===== config.mk =====
export PLATFORM = sky130hd
export DESIGN_NAME = aes_inv_cipher_iter
export DESIGN_NICKNAME = d
export VERILOG_FILES = /design/src/rtl/aes_inv_cipher_iter_pkg.sv /design/src/rtl/aes_inv_cipher_iter_sbox.sv /design/src/rtl/aes_inv_cipher_iter.sv
export SDC_FILE = /design/constraint.sdc
export NUM_CORES = 2
export LEC_CHECK = 0
export BUFFER_PORTS_ARGS = -buffer_cell sky130_fd_sc_hd__buf_2
export CORE_MARGIN = 1
export CORE_UTILIZATION = 31
export DETAILED_ROUTE_END_ITERATION = 10
export SLEW_MARGIN = 20
export SYNTH_ARGS = -nofsm -noshare
export SYNTH_HDL_FRONTEND = slang
export SYNTH_SLANG_ARGS = --single-unit

===== constraint.sdc =====
create_clock -name clk -period 5.15 [get_ports clk]
set_input_delay 1.03 -clock clk [delete_from_list [all_inputs] [get_ports clk]]
set_output_delay 1.03 -clock clk [all_outputs]
set_load 0.02 [all_outputs]

===== src/rtl/aes_inv_cipher_iter_pkg.sv =====
// Shared AES decrypt helpers: byte/state types, GF(2^8) arithmetic and the
// linear round steps (InvShiftRows, InvMixColumns) used by the iterative core.
// Byte k of a state lives at bits [127-8k -: 8]; row = k%4, col = k/4.
package aes_inv_cipher_iter_pkg;

  typedef logic [7:0]   byte_t;
  typedef logic [127:0] state_t;

  // Reduction term of the AES field polynomial x^8+x^4+x^3+x+1 (0x11B).
  localparam byte_t AES_POLY = 8'h1B;

  // Multiply by x in GF(2^8).
  function automatic byte_t xtime(input byte_t b);
    return {b[6:0], 1'b0} ^ (b[7] ? AES_POLY : 8'h00);
  endfunction

  // General GF(2^8) multiply; with a constant operand this folds to a few XORs.
  function automatic byte_t gmul(input byte_t a, input byte_t b);
    byte_t p;
    byte_t x;
    p = '0;
    x = a;
    for (int i = 0; i < 8; i++) begin
      if (b[i]) p = p ^ x;
      x = xtime(x);
    end
    return p;
  endfunction

  // LSB position of byte k inside a 128-bit state (8*(15-k)).
  function automatic logic [6:0] byte_lsb(input logic [3:0] k);
    return {~k, 3'b000};
  endfunction

  // Row r rotates right by r columns: out(r,c) = in(r,(c-r) mod 4).
  function automatic state_t inv_shift_rows(input state_t s);
    state_t o;
    int     r;
    int     c;
    int     src;
    o = '0;
    for (int k = 0; k < 16; k++) begin
      r   = k % 4;
      c   = k / 4;
      src = 4 * ((c - r) & 3) + r;
      o[byte_lsb(4'(k)) +: 8] = s[byte_lsb(4'(src)) +: 8];
    end
    return o;
  endfunction

  // Column-wise multiply by the circulant matrix {0e 0b 0d 09}.
  function automatic state_t inv_mix_columns(input state_t s);
    state_t o;
    byte_t  a0, a1, a2, a3;
    o = '0;
    for (int c = 0; c < 4; c++) begin
      a0 = s[byte_lsb(4'(4*c))   +: 8];
      a1 = s[byte_lsb(4'(4*c+1)) +: 8];
      a2 = s[byte_lsb(4'(4*c+2)) +: 8];
      a3 = s[byte_lsb(4'(4*c+3)) +: 8];
      o[byte_lsb(4'(4*c))   +: 8] = gmul(a0, 8'h0e) ^ gmul(a1, 8'h0b) ^ gmul(a2, 8'h0d) ^ gmul(a3, 8'h09);
      o[byte_lsb(4'(4*c+1)) +: 8] = gmul(a0, 8'h09) ^ gmul(a1, 8'h0e) ^ gmul(a2, 8'h0b) ^ gmul(a3, 8'h0d);
      o[byte_lsb(4'(4*c+2)) +: 8] = gmul(a0, 8'h0d) ^ gmul(a1, 8'h09) ^ gmul(a2, 8'h0e) ^ gmul(a3, 8'h0b);
      o[byte_lsb(4'(4*c+3)) +: 8] = gmul(a0, 8'h0b) ^ gmul(a1, 8'h0d) ^ gmul(a2, 8'h09) ^ gmul(a3, 8'h0e);
    end
    return o;
  endfunction

endpackage


===== src/rtl/aes_inv_cipher_iter_sbox.sv =====
// AES inverse S-box: 8-bit combinational lookup table.
module aes_inv_cipher_iter_sbox
  import aes_inv_cipher_iter_pkg::*;
(
  input  logic [7:0] i_byte,
  output logic [7:0] o_byte
);

  localparam byte_t INV_SBOX [256] = '{
    8'h52, 8'h09, 8'h6a, 8'hd5, 8'h30, 8'h36, 8'ha5, 8'h38, 8'hbf, 8'h40, 8'ha3, 8'h9e, 8'h81, 8'hf3, 8'hd7, 8'hfb,
    8'h7c, 8'he3, 8'h39, 8'h82, 8'h9b, 8'h2f, 8'hff, 8'h87, 8'h34, 8'h8e, 8'h43, 8'h44, 8'hc4, 8'hde, 8'he9, 8'hcb,
    8'h54, 8'h7b, 8'h94, 8'h32, 8'ha6, 8'hc2, 8'h23, 8'h3d, 8'hee, 8'h4c, 8'h95, 8'h0b, 8'h42, 8'hfa, 8'hc3, 8'h4e,
    8'h08, 8'h2e, 8'ha1, 8'h66, 8'h28, 8'hd9, 8'h24, 8'hb2, 8'h76, 8'h5b, 8'ha2, 8'h49, 8'h6d, 8'h8b, 8'hd1, 8'h25,
    8'h72, 8'hf8, 8'hf6, 8'h64, 8'h86, 8'h68, 8'h98, 8'h16, 8'hd4, 8'ha4, 8'h5c, 8'hcc, 8'h5d, 8'h65, 8'hb6, 8'h92,
    8'h6c, 8'h70, 8'h48, 8'h50, 8'hfd, 8'hed, 8'hb9, 8'hda, 8'h5e, 8'h15, 8'h46, 8'h57, 8'ha7, 8'h8d, 8'h9d, 8'h84,
    8'h90, 8'hd8, 8'hab, 8'h00, 8'h8c, 8'hbc, 8'hd3, 8'h0a, 8'hf7, 8'he4, 8'h58, 8'h05, 8'hb8, 8'hb3, 8'h45, 8'h06,
    8'hd0, 8'h2c, 8'h1e, 8'h8f, 8'hca, 8'h3f, 8'h0f, 8'h02, 8'hc1, 8'haf, 8'hbd, 8'h03, 8'h01, 8'h13, 8'h8a, 8'h6b,
    8'h3a, 8'h91, 8'h11, 8'h41, 8'h4f, 8'h67, 8'hdc, 8'hea, 8'h97, 8'hf2, 8'hcf, 8'hce, 8'hf0, 8'hb4, 8'he6, 8'h73,
    8'h96, 8'hac, 8'h74, 8'h22, 8'he7, 8'had, 8'h35, 8'h85, 8'he2, 8'hf9, 8'h37, 8'he8, 8'h1c, 8'h75, 8'hdf, 8'h6e,
    8'h47, 8'hf1, 8'h1a, 8'h71, 8'h1d, 8'h29, 8'hc5, 8'h89, 8'h6f, 8'hb7, 8'h62, 8'h0e, 8'haa, 8'h18, 8'hbe, 8'h1b,
    8'hfc, 8'h56, 8'h3e, 8'h4b, 8'hc6, 8'hd2, 8'h79, 8'h20, 8'h9a, 8'hdb, 8'hc0, 8'hfe, 8'h78, 8'hcd, 8'h5a, 8'hf4,
    8'h1f, 8'hdd, 8'ha8, 8'h33, 8'h88, 8'h07, 8'hc7, 8'h31, 8'hb1, 8'h12, 8'h10, 8'h59, 8'h27, 8'h80, 8'hec, 8'h5f,
    8'h60, 8'h51, 8'h7f, 8'ha9, 8'h19, 8'hb5, 8'h4a, 8'h0d, 8'h2d, 8'he5, 8'h7a, 8'h9f, 8'h93, 8'hc9, 8'h9c, 8'hef,
    8'ha0, 8'he0, 8'h3b, 8'h4d, 8'hae, 8'h2a, 8'hf5, 8'hb0, 8'hc8, 8'heb, 8'hbb, 8'h3c, 8'h83, 8'h53, 8'h99, 8'h61,
    8'h17, 8'h2b, 8'h04, 8'h7e, 8'hba, 8'h77, 8'hd6, 8'h26, 8'he1, 8'h69, 8'h14, 8'h63, 8'h55, 8'h21, 8'h0c, 8'h7d
  };

  // Pure table lookup, no state.
  always_comb o_byte = INV_SBOX[i_byte];

endmodule


===== src/rtl/aes_inv_cipher_iter.sv =====
// Iterative AES inverse cipher: one round per clock on a single shared round
// datapath, round keys fetched from an external key store via rk_idx.
// Flow per block: IDLE (initial AddRoundKey with key NR) -> NR-1 full rounds
// -> final round without InvMixColumns -> DONE (hold until sink accepts).
module aes_inv_cipher_iter
  import aes_inv_cipher_iter_pkg::*;
#(
  parameter int NR = 10
)(
  input  logic         clk,
  input  logic         rst_n,
  input  logic         in_valid,
  output logic         in_ready,
  input  logic [127:0] in,
  output logic [3:0]   rk_idx,
  input  logic [127:0] rk,
  output logic         out_valid,
  input  logic         out_ready,
  output logic [127:0] out
);

  localparam logic [1:0] ST_IDLE  = 2'd0;
  localparam logic [1:0] ST_ROUND = 2'd1;
  localparam logic [1:0] ST_DONE  = 2'd2;

  // Key index for the initial AddRoundKey and the counter value after it.
  localparam logic [3:0] NR_IDX    = 4'(NR);
  localparam logic [3:0] CNT_START = 4'(NR - 1);

  logic [1:0] r_state;
  logic [3:0] r_cnt;
  state_t     r_data;

  state_t     w_isr;
  state_t     w_isb;
  state_t     w_addkey;
  state_t     w_imc;

  // Shared round datapath: InvShiftRows -> InvSubBytes -> AddRoundKey -> InvMixColumns.
  // The final round takes the tap before InvMixColumns.
  assign w_isr = inv_shift_rows(r_data);

  for (genvar g = 0; g < 16; g++) begin : g_sbox
    aes_inv_cipher_iter_sbox u_sbox (
      .i_byte (w_isr[8*g +: 8]),
      .o_byte (w_isb[8*g +: 8])
    );
  end

  assign w_addkey = w_isb ^ rk;
  assign w_imc    = inv_mix_columns(w_addkey);

  // Round-key address is a pure function of state so the key store can answer in-cycle.
  always_comb begin
    rk_idx = 4'd0;
    case (r_state)
      ST_IDLE:  rk_idx = NR_IDX;
      ST_ROUND: rk_idx = r_cnt;
      default:  rk_idx = 4'd0;
    endcase
  end

  assign in_ready  = (r_state == ST_IDLE);
  assign out_valid = (r_state == ST_DONE);
  assign out       = r_data;

  // Control FSM, round counter and the state register; reset abandons any block in flight.
  always_ff @(posedge clk or negedge rst_n) begin
    if (!rst_n) begin
      r_state <= ST_IDLE;
      r_cnt   <= 4'd0;
      r_data  <= '0;
    end else begin
      case (r_state)
        ST_IDLE: begin
          if (in_valid) begin
            r_data  <= in ^ rk;
            r_cnt   <= CNT_START;
            r_state <= ST_ROUND;
          end
        end
        ST_ROUND: begin
          if (r_cnt != 4'd0) begin
            r_data <= w_imc;
            r_cnt  <= r_cnt - 4'd1;
          end else begin
            r_data  <= w_addkey;
            r_state <= ST_DONE;
          end
        end
        ST_DONE: begin
          // r_data is left untouched so the output stays stable under back-pressure.
          if (out_ready) r_state <= ST_IDLE;
        end
        default: r_state <= ST_IDLE;
      endcase
    end
  end

endmodule

==> Yosys cells after proc, flatten, opt, wreduce, memory -nomap -nowiden <==
Memories as Yosys holds them, arrays and structs flattened.
Cells that the tools add are included.
{ "word_totals": {"n_memories": 16, "regBits": 134, "ram_bits": 0, "in_bits": 260, "latch_bits": 0, "word_cells": 365, "output_inout_bits": 134, "rom_bits": 32768} }
{ "mem_list": {"columns": ["memory", "depth", "word_bits", "read_ports", "rd_clocked_by_memory_dff", "wr", "line", "rtl"], "rows": [
  ["(name not given)", 256, 8, 1, 0, 0, "aes_inv_cipher_iter_sbox.sv:29", "always_comb o_byte = INV_SBOX[i_byte];"],
  ["(name not given)", 256, 8, 1, 0, 0, "aes_inv_cipher_iter_sbox.sv:29", null],
  ["(name not given)", 256, 8, 1, 0, 0, "aes_inv_cipher_iter_sbox.sv:29", null],
  ["(name not given)", 256, 8, 1, 0, 0, "aes_inv_cipher_iter_sbox.sv:29", null],
  ["(name not given)", 256, 8, 1, 0, 0, "aes_inv_cipher_iter_sbox.sv:29", null],
  ["(name not given)", 256, 8, 1, 0, 0, "aes_inv_cipher_iter_sbox.sv:29", null],
  ["10 more memories", null, null, null, null, null, null, null]
]} }
{ "op_classes": {"order_cmp": 16, "n_mul": 0, "div_mod_pow": 0, "bitwise_logic": 226, "n_reduce_logical": 6, "eq_ne": 6, "addsub": 1, "shifts": 0, "mux": 91} }
{ "ops": {"columns": ["cell", "count"], "rows": [
  ["$xor 8x8->8", 163],
  ["$xor 8x5->8", 45],
  ["$mux 128", 2],
  ["$mux 8", 32],
  ["$pmux 128 s2", 1],
  ["$xor 128x128->128", 2],
  ["$mux 5", 48],
  ["$ge 9x9->1 const B", 16],
  ["$not 8->9", 16],
  ["$pmux 4 s2", 2],
  ["$mux 4", 2],
  ["$mux 2", 3],
  ["$ne 2x2->1 const B", 3],
  ["$pmux 2 s3", 1],
  ["$reduce_and 3->1", 2],
  ["$reduce_bool 4->1", 1],
  ["$sub 4x1->4 const B", 1],
  ["$eq 2x1->1 const B", 1],
  ["$eq 2x2->1 const B", 1],
  ["$logic_not 2->1", 1],
  ["$ne 2x1->1 const B", 1],
  ["$reduce_and 2->1", 1],
  ["$reduce_bool 2->1", 1]
]} }

==> Logic depth before layout (Yosys ltp) <==
{ "depth": {"ltp_word": 17, "ltp_mapped": 19, "depth_no_buf": 14} }

==> Hierarchy <==
A second synthesis with hierarchy kept.
{ "unflattened": {"cells_unflattened": 10506, "hier_area_um2": 72443.2} }
{ "by_module_without_submodules": {"columns": ["module", "area_per_inst_um2", "seq_area_each_um2", "n_inst", "cells_each"], "rows": [
  ["aes_inv_cipher_iter_sbox at g_sbox[14].u_sbox ...", 3368.2, 0.0, 11, 545],
  ["aes_inv_cipher_iter", 18311.3, 3353.2, 1, 1830],
  ["aes_inv_cipher_iter_sbox at g_sbox[10].u_sbox ...", 3454.6, 0.0, 3, 531],
  ["aes_inv_cipher_iter_sbox at g_sbox[0].u_sbox", 3435.8, 0.0, 1, 544],
  ["aes_inv_cipher_iter_sbox at g_sbox[13].u_sbox", 3281.9, 0.0, 1, 544]
]} }

==> Worst setup path after synthesis <==
OpenSTA, ideal clock, no wires.
{ "synth_timing": {"path_type": "flip-flop to flip-flop", "startpoint": "register r_data[112], in the netlist out[112]", "endpoint": "register r_data[67], in the netlist out[67]", "stages_incl_launch_ff": 19, "arrival_time_ns": 5.098, "required_time_ns": 5.029, "setup_ns": 0.121, "slack_ns": -0.069, "period_less_slack_ns": 5.219, "path_buffers": 4, "cell_sequence": "dfrtp_1 > clkbuf_1 > clkbuf_1 > inv_1 > ha_1 > clkbuf_1 > buf_1 > mux4_2 > nor2_1 > a311oi_1 > nor4_1 > mux2i_1 > o2111ai_1 > xnor2_1 > xnor3_1 > xnor2_1 > xnor2_1 > xor2_1 > a22o_1"} }
{ "synth_between": {"elab_chain_len": 15, "word_cells_on_any_way": 18, "classes_between": "mux (7); bitwise (10); memory (1)"} }
{ "synth_rtl": {"columns": ["item", "line", "rtl"], "rows": [
  ["from (decl)", "aes_inv_cipher_iter.sv:32", "state_t r_data;"],
  ["from (signal assigned)", "aes_inv_cipher_iter.sv:77", "r_data <= in ^ rk;"],
  ["from (signal assigned)", "aes_inv_cipher_iter.sv:84", "r_data <= w_imc;"],
  ["from (signal assigned)", "aes_inv_cipher_iter.sv:87", "r_data <= w_addkey;"],
  ["$not 8->9 (not written as such) *", "aes_inv_cipher_iter_sbox.sv:29", null],
  ["$mem_v2 256x8 *", null, null],
  ["$mux 8 (not written as such) * (2 in a row)", "aes_inv_cipher_iter_sbox.sv:29", null],
  ["$xor 128x128->128 *", "aes_inv_cipher_iter.sv:50", "assign w_addkey = w_isb ^ rk;"],
  ["$xor 8x5->8 / $mux 5 (equally long branches)", "aes_inv_cipher_iter_pkg.sv:14", "return {b[6:0], 1'b0} ^ (b[7] ? AES_POLY : 8'h00);"],
  ["$mux 5 / $xor 8x5->8 (equally long branches)", "aes_inv_cipher_iter_pkg.sv:14", null],
  ["$xor 8x5->8 / $mux 5 (equally long branches)", "aes_inv_cipher_iter_pkg.sv:14", null],
  ["$xor 8x8->8 / $xor 8x5->8 (equally long branches)", "aes_inv_cipher_iter_pkg.sv:24, aes_inv_cipher_iter_pkg.sv:14", null],
  ["$xor 8x8->8 *", "aes_inv_cipher_iter_pkg.sv:24", "if (b[i]) p = p ^ x;"],
  ["$xor 8x8->8 * (3 in a row)", "aes_inv_cipher_iter_pkg.sv:64", "o[byte_lsb(4'(4*c+3)) +: 8] = gmul(a0, 8'h0b) ^ gmul(a1, 8'h0d) ^ gmul(a2, 8'h09) ^ gmul(a3, 8'h0e);"],
  ["$mux 128 *", "aes_inv_cipher_iter.sv:83", "if (r_cnt != 4'd0) begin"],
  ["$pmux 128 s2 *", "aes_inv_cipher_iter.sv:74", "case (r_state)"]
]} }
Every way passes the cells marked *; elsewhere a longest branch is shown, timed or not. The select of a mux whose other input is x is not followed.
A chain may end at the register's enable or synchronous reset.

==> Worst setup path in the final report <==
{ "layout_timing": {"startpoint": "register r_data[75], in the netlist out[75]", "endpoint": "register r_data[0], in the netlist out[0]"} }
{ "layout_between": {"elab_chain_len": 14} }
{ "layout_rtl": {"columns": ["item", "line"], "rows": [
  ["$not 8->9 (not written as such) *", "aes_inv_cipher_iter_sbox.sv:29"],
  ["$mem_v2 256x8 *", null],
  ["$mux 8 (not written as such) * (2 in a row)", "aes_inv_cipher_iter_sbox.sv:29"],
  ["$xor 128x128->128 *", "aes_inv_cipher_iter.sv:50"],
  ["$xor 8x5->8 (2 in a row)", "aes_inv_cipher_iter_pkg.sv:14"],
  ["$mux 5", "aes_inv_cipher_iter_pkg.sv:14"],
  ["$xor 8x5->8", "aes_inv_cipher_iter_pkg.sv:14"],
  ["$xor 8x8->8 *", "aes_inv_cipher_iter_pkg.sv:24"],
  ["$xor 8x8->8 * (2 in a row)", "aes_inv_cipher_iter_pkg.sv:64"],
  ["$mux 128 *", "aes_inv_cipher_iter.sv:83"],
  ["$pmux 128 s2 *", "aes_inv_cipher_iter.sv:74"]
]} }
Marks and branches as above.

==> reports/results.ini <==
[run_status]
outcome = finished, final reports clean

[logic_synthesis]
ys_seq_area_share_pct = 4.448
yosys_warnings = 0
synth-edff-count = 0
syn_nets = 11090
synth_seq_cells = 134
synth-async-reset-ratio_pct = 100.0
avgSynthCellArea_um2 = 7.156
ys_types = 121
syn_inst = 10540
synth_ff_type = dfrtp_1
synth_area_um2 = 75390

[placed_design]
gp_congestion = 1.070
port_buffers = 393
dp_slack_ns = -0.4200
hpwl_mm = 348.4
dpl.cell_count = 14080

[grt]
gr-usage-met3_pct = 8.750
antenna_found_initial = 42
grt-ovfl-total = 0
grt_usage_pct = 35.72
grt_pass1_wl_mm = 653.8
met2_usage_pct = 52.00
grt_max_degree = 97
use_met1_pct = 46.61
busiest_layer = met2
first_global_vias = 87890

[sta]
drv_slew = 0
finalHoldViolations = 0
layout_setup_ws_ns = 0.06736
grt_setup_unrepaired = true
clock.fmax_mhz = 196.7
period_share_pct = 98.69
maxSlewHeadroom_pct = 24.06
fin_skew_ns = 0.02002
fin_crit_ns = 5.083
worst_slew_pin_slew_ns = 1.131
setup_viol = 0

[clock_network]
path_clk_slew_ns = 0.07
cts_tree = built
root_buffer = clkbuf_16
cts_hold_buf = 0
cts.sinks = 134
clockBufferDepth = 2
htree_levels = 4
clock_latency_ns = 0.55
cts_made_buffers = 17

[detailed_routing]
post-route-drc-count = 0
drt_pass1_iterations = 9
wl_mm = 458.0
wl_per_cell_um = 32.39
postRouteAntennaNets = 0
drtIter0Drc = 16250
vias_per_cell = 6.719
num_vias = 95010

[setup_path]
critPathRequiredTime_ns = 5.53
crit_type = reg -> reg
critPathCaptureType = flip-flop
cpMaxStageDelayCell = a222oi_1
cp_cell_sequence = buf_12 > nor2b_1 > buf_4 > nor4_1 > a2111o_1 > a221oi_1 > buf_4 > xnor2_4 > xnor3_1 > xor2_2 > xnor2_1 > a222oi_1 > o21ai_0
crit_top_cell = buf_4
worstPathArrival_ns = 5.47
worstPathMaxFanout = 32
start_kind = flip-flop
slowest_delay_ns = 0.71

[layout]
instances_no_fill = 14140
drive_gt1_share_pct = 20.73
multi_input_area_um2 = 66110
post-route-util_pct = 36.07
area_delta_synth_final_pct = 15.40
fillCellCount = 26030
fin_nets = 11480
seq_area_um2 = 3496

[floorplan]
core_area_um2 = 241200
num_rows = 180
die_w_um = 495.2
ios = 394
start_util_pct = 31.26
dieArea_um2 = 245200
fp.dieH_um = 495.2

[flow_run]
max-cap-violations = 0

[worst_hold_path]
worstHoldPathType = in -> async

## synth_stat cells (62+ instances only)
library cell / count / area (µm²)
ha_1: 298 / 3729
or3_1: 69 / 431.7
o311ai_0: 127 / 1112
a21oi_1: 697 / 3488
nor2_1: 658 / 2470
o31ai_1: 87 / 653.1
a31oi_1: 181 / 1132
xor2_1: 262 / 2295
and3_1: 79 / 494.2
o22ai_1: 99 / 619.3
a221oi_1: 170 / 1489
nor3b_1: 85 / 638.1
mux2i_1: 190 / 1902
nor2b_1: 350 / 2190
or2_2: 102 / 638.1
buf_4: 66 / 495.5
buf_1: 88 / 330.3
nand2_1: 736 / 2763
nand3_1: 249 / 1246
a2111oi_0: 70 / 613.1
dfrtp_1: 134 / 3353
o211ai_1: 207 / 1554
clkbuf_1: 637 / 2391
mux4_2: 191 / 4302
xnor3_1: 81 / 1824
o221ai_1: 140 / 1226
mux2_2: 69 / 777.0
nand2b_1: 393 / 2459
and2_1: 98 / 613.1
a311oi_1: 155 / 1358
nor3_1: 291 / 1456
buf_2: 407 / 2037
xnor2_1: 635 / 5562
o21ai_0: 692 / 3463
a21o_1: 90 / 675.7
inv_1: 187 / 701.9
nor4_1: 62 / 387.9
a211oi_1: 212 / 1592
## sequential cells by signal (all words and copies together), names as in the netlist
register,flops
r_cnt,4
r_state,2
out,128
## metrics by stage
step / setup TNS (ns) / area (µm²) / hold WS (ns)
floorplan: 0 / 75400 / 0.4802
global placement: -0.8397 / 86020 / 0.5137
detailed placement: -0.5175 / 86020 / 0.5242
CTS: 0 / 86640 / 0.5157
global route: -0.04171 / 86990 / 0.5339
finish: 0 / 87000 / 0.5007
## cell families after synthesis
logic type | after synthesis | share of synthesized area [%]
AOI/OAI and AO/OA | 3774 | 35.36
xor gates and xnor gates | 1031 | 14.13
adders and majority gates | 299 | 4.959
buffers and inverters | 1440 | 8.377
DFF | 134 | 4.448
muxes | 454 | 9.378
and+or+nand+nor | 3403 | 23.35
## placed cells by master (no fill, tap or decap), types with 168 or more instances in the layout
cell type  synthesis  routed
nor2_1           658     652
buf_2            407     392
nand2_1          736     734
a31oi_1          181     181
inv_1            187     185
buf_4             66    1110
o211ai_1         207     207
ha_1             298     285
mux2i_1          190     190
o21ai_0          692     690
a211oi_1         212     210
nand2b_1         393     392
mux4_2           191     191
a21oi_1          697     697
nor2b_1          350     347
nand3_1          249     249
nor3_1           291     290
xor2_1           262     257
a221oi_1         170     168
xnor2_1          635     621
## critical path, delay by kind of cell, from the launching register on
| kind | cells | cell delay [ns] |
|---|---|---|
| buffers and inverters | 3 | 0.67 |
| DFF | 1 | 0.63 |
| AOI/OAI and AO/OA | 4 | 1.65 |
| xor gates and xnor gates | 4 | 1.25 |
| and+or+nand+nor | 2 | 0.70 |
## routing by layer
metal / share of wire, % / wire length [µm]
met4: 7.9 / 36160
met5: 0.040 / 185
met3: 12 / 53730
met1: 39 / 178300
met2: 41 / 189600
## path summary, 6_finish.rpt
kind	slack (ns)	from	depth (start not counted)	to
max in group asynchronous	3.54	rst_n	2	out[42]$_DFFE_PN0P_
worst min-delay path	0.50	rst_n	1	out[16]$_DFFE_PN0P_
worst min register to register	0.54	r_cnt[0]$_DFFE_PN0P_	1	r_cnt[0]$_DFFE_PN0P_
worst max register to register	0.07	out[75]$_DFFE_PN0P_	13	out[0]$_DFFE_PN0P_
worst max-delay path	0.07	out[75]$_DFFE_PN0P_	13	out[0]$_DFFE_PN0P_
min in group clk	0.54	r_cnt[0]$_DFFE_PN0P_	1	r_cnt[0]$_DFFE_PN0P_
## area by class of cell
class | count | share of cell area (%)
Inverter | 220 | 0.9621
Sequential cell | 134 | 4.018
Antenna cell | 24 | 0.06903
Multi-Input combinational cell | 8961 | 75.99
Timing Repair Buffer | 1584 | 13.71
Clock buffer | 23 | 0.5609
Clock inverter | 9 | 0.1064
Tap cell | 3185 | 4.580
## repair_timing
item | in CTS | in global routing
endpoints found under the hold margin | 0 | 0
pin swaps | 1 | 4
setup endpoints to repair | 5 | 47
setup buffers | 0 | 3
resized for setup | 7 | 56
Power is left out: the tool's default activity adds up to more than one toggle a clock period on the data nets, which glitch-free logic cannot reach.
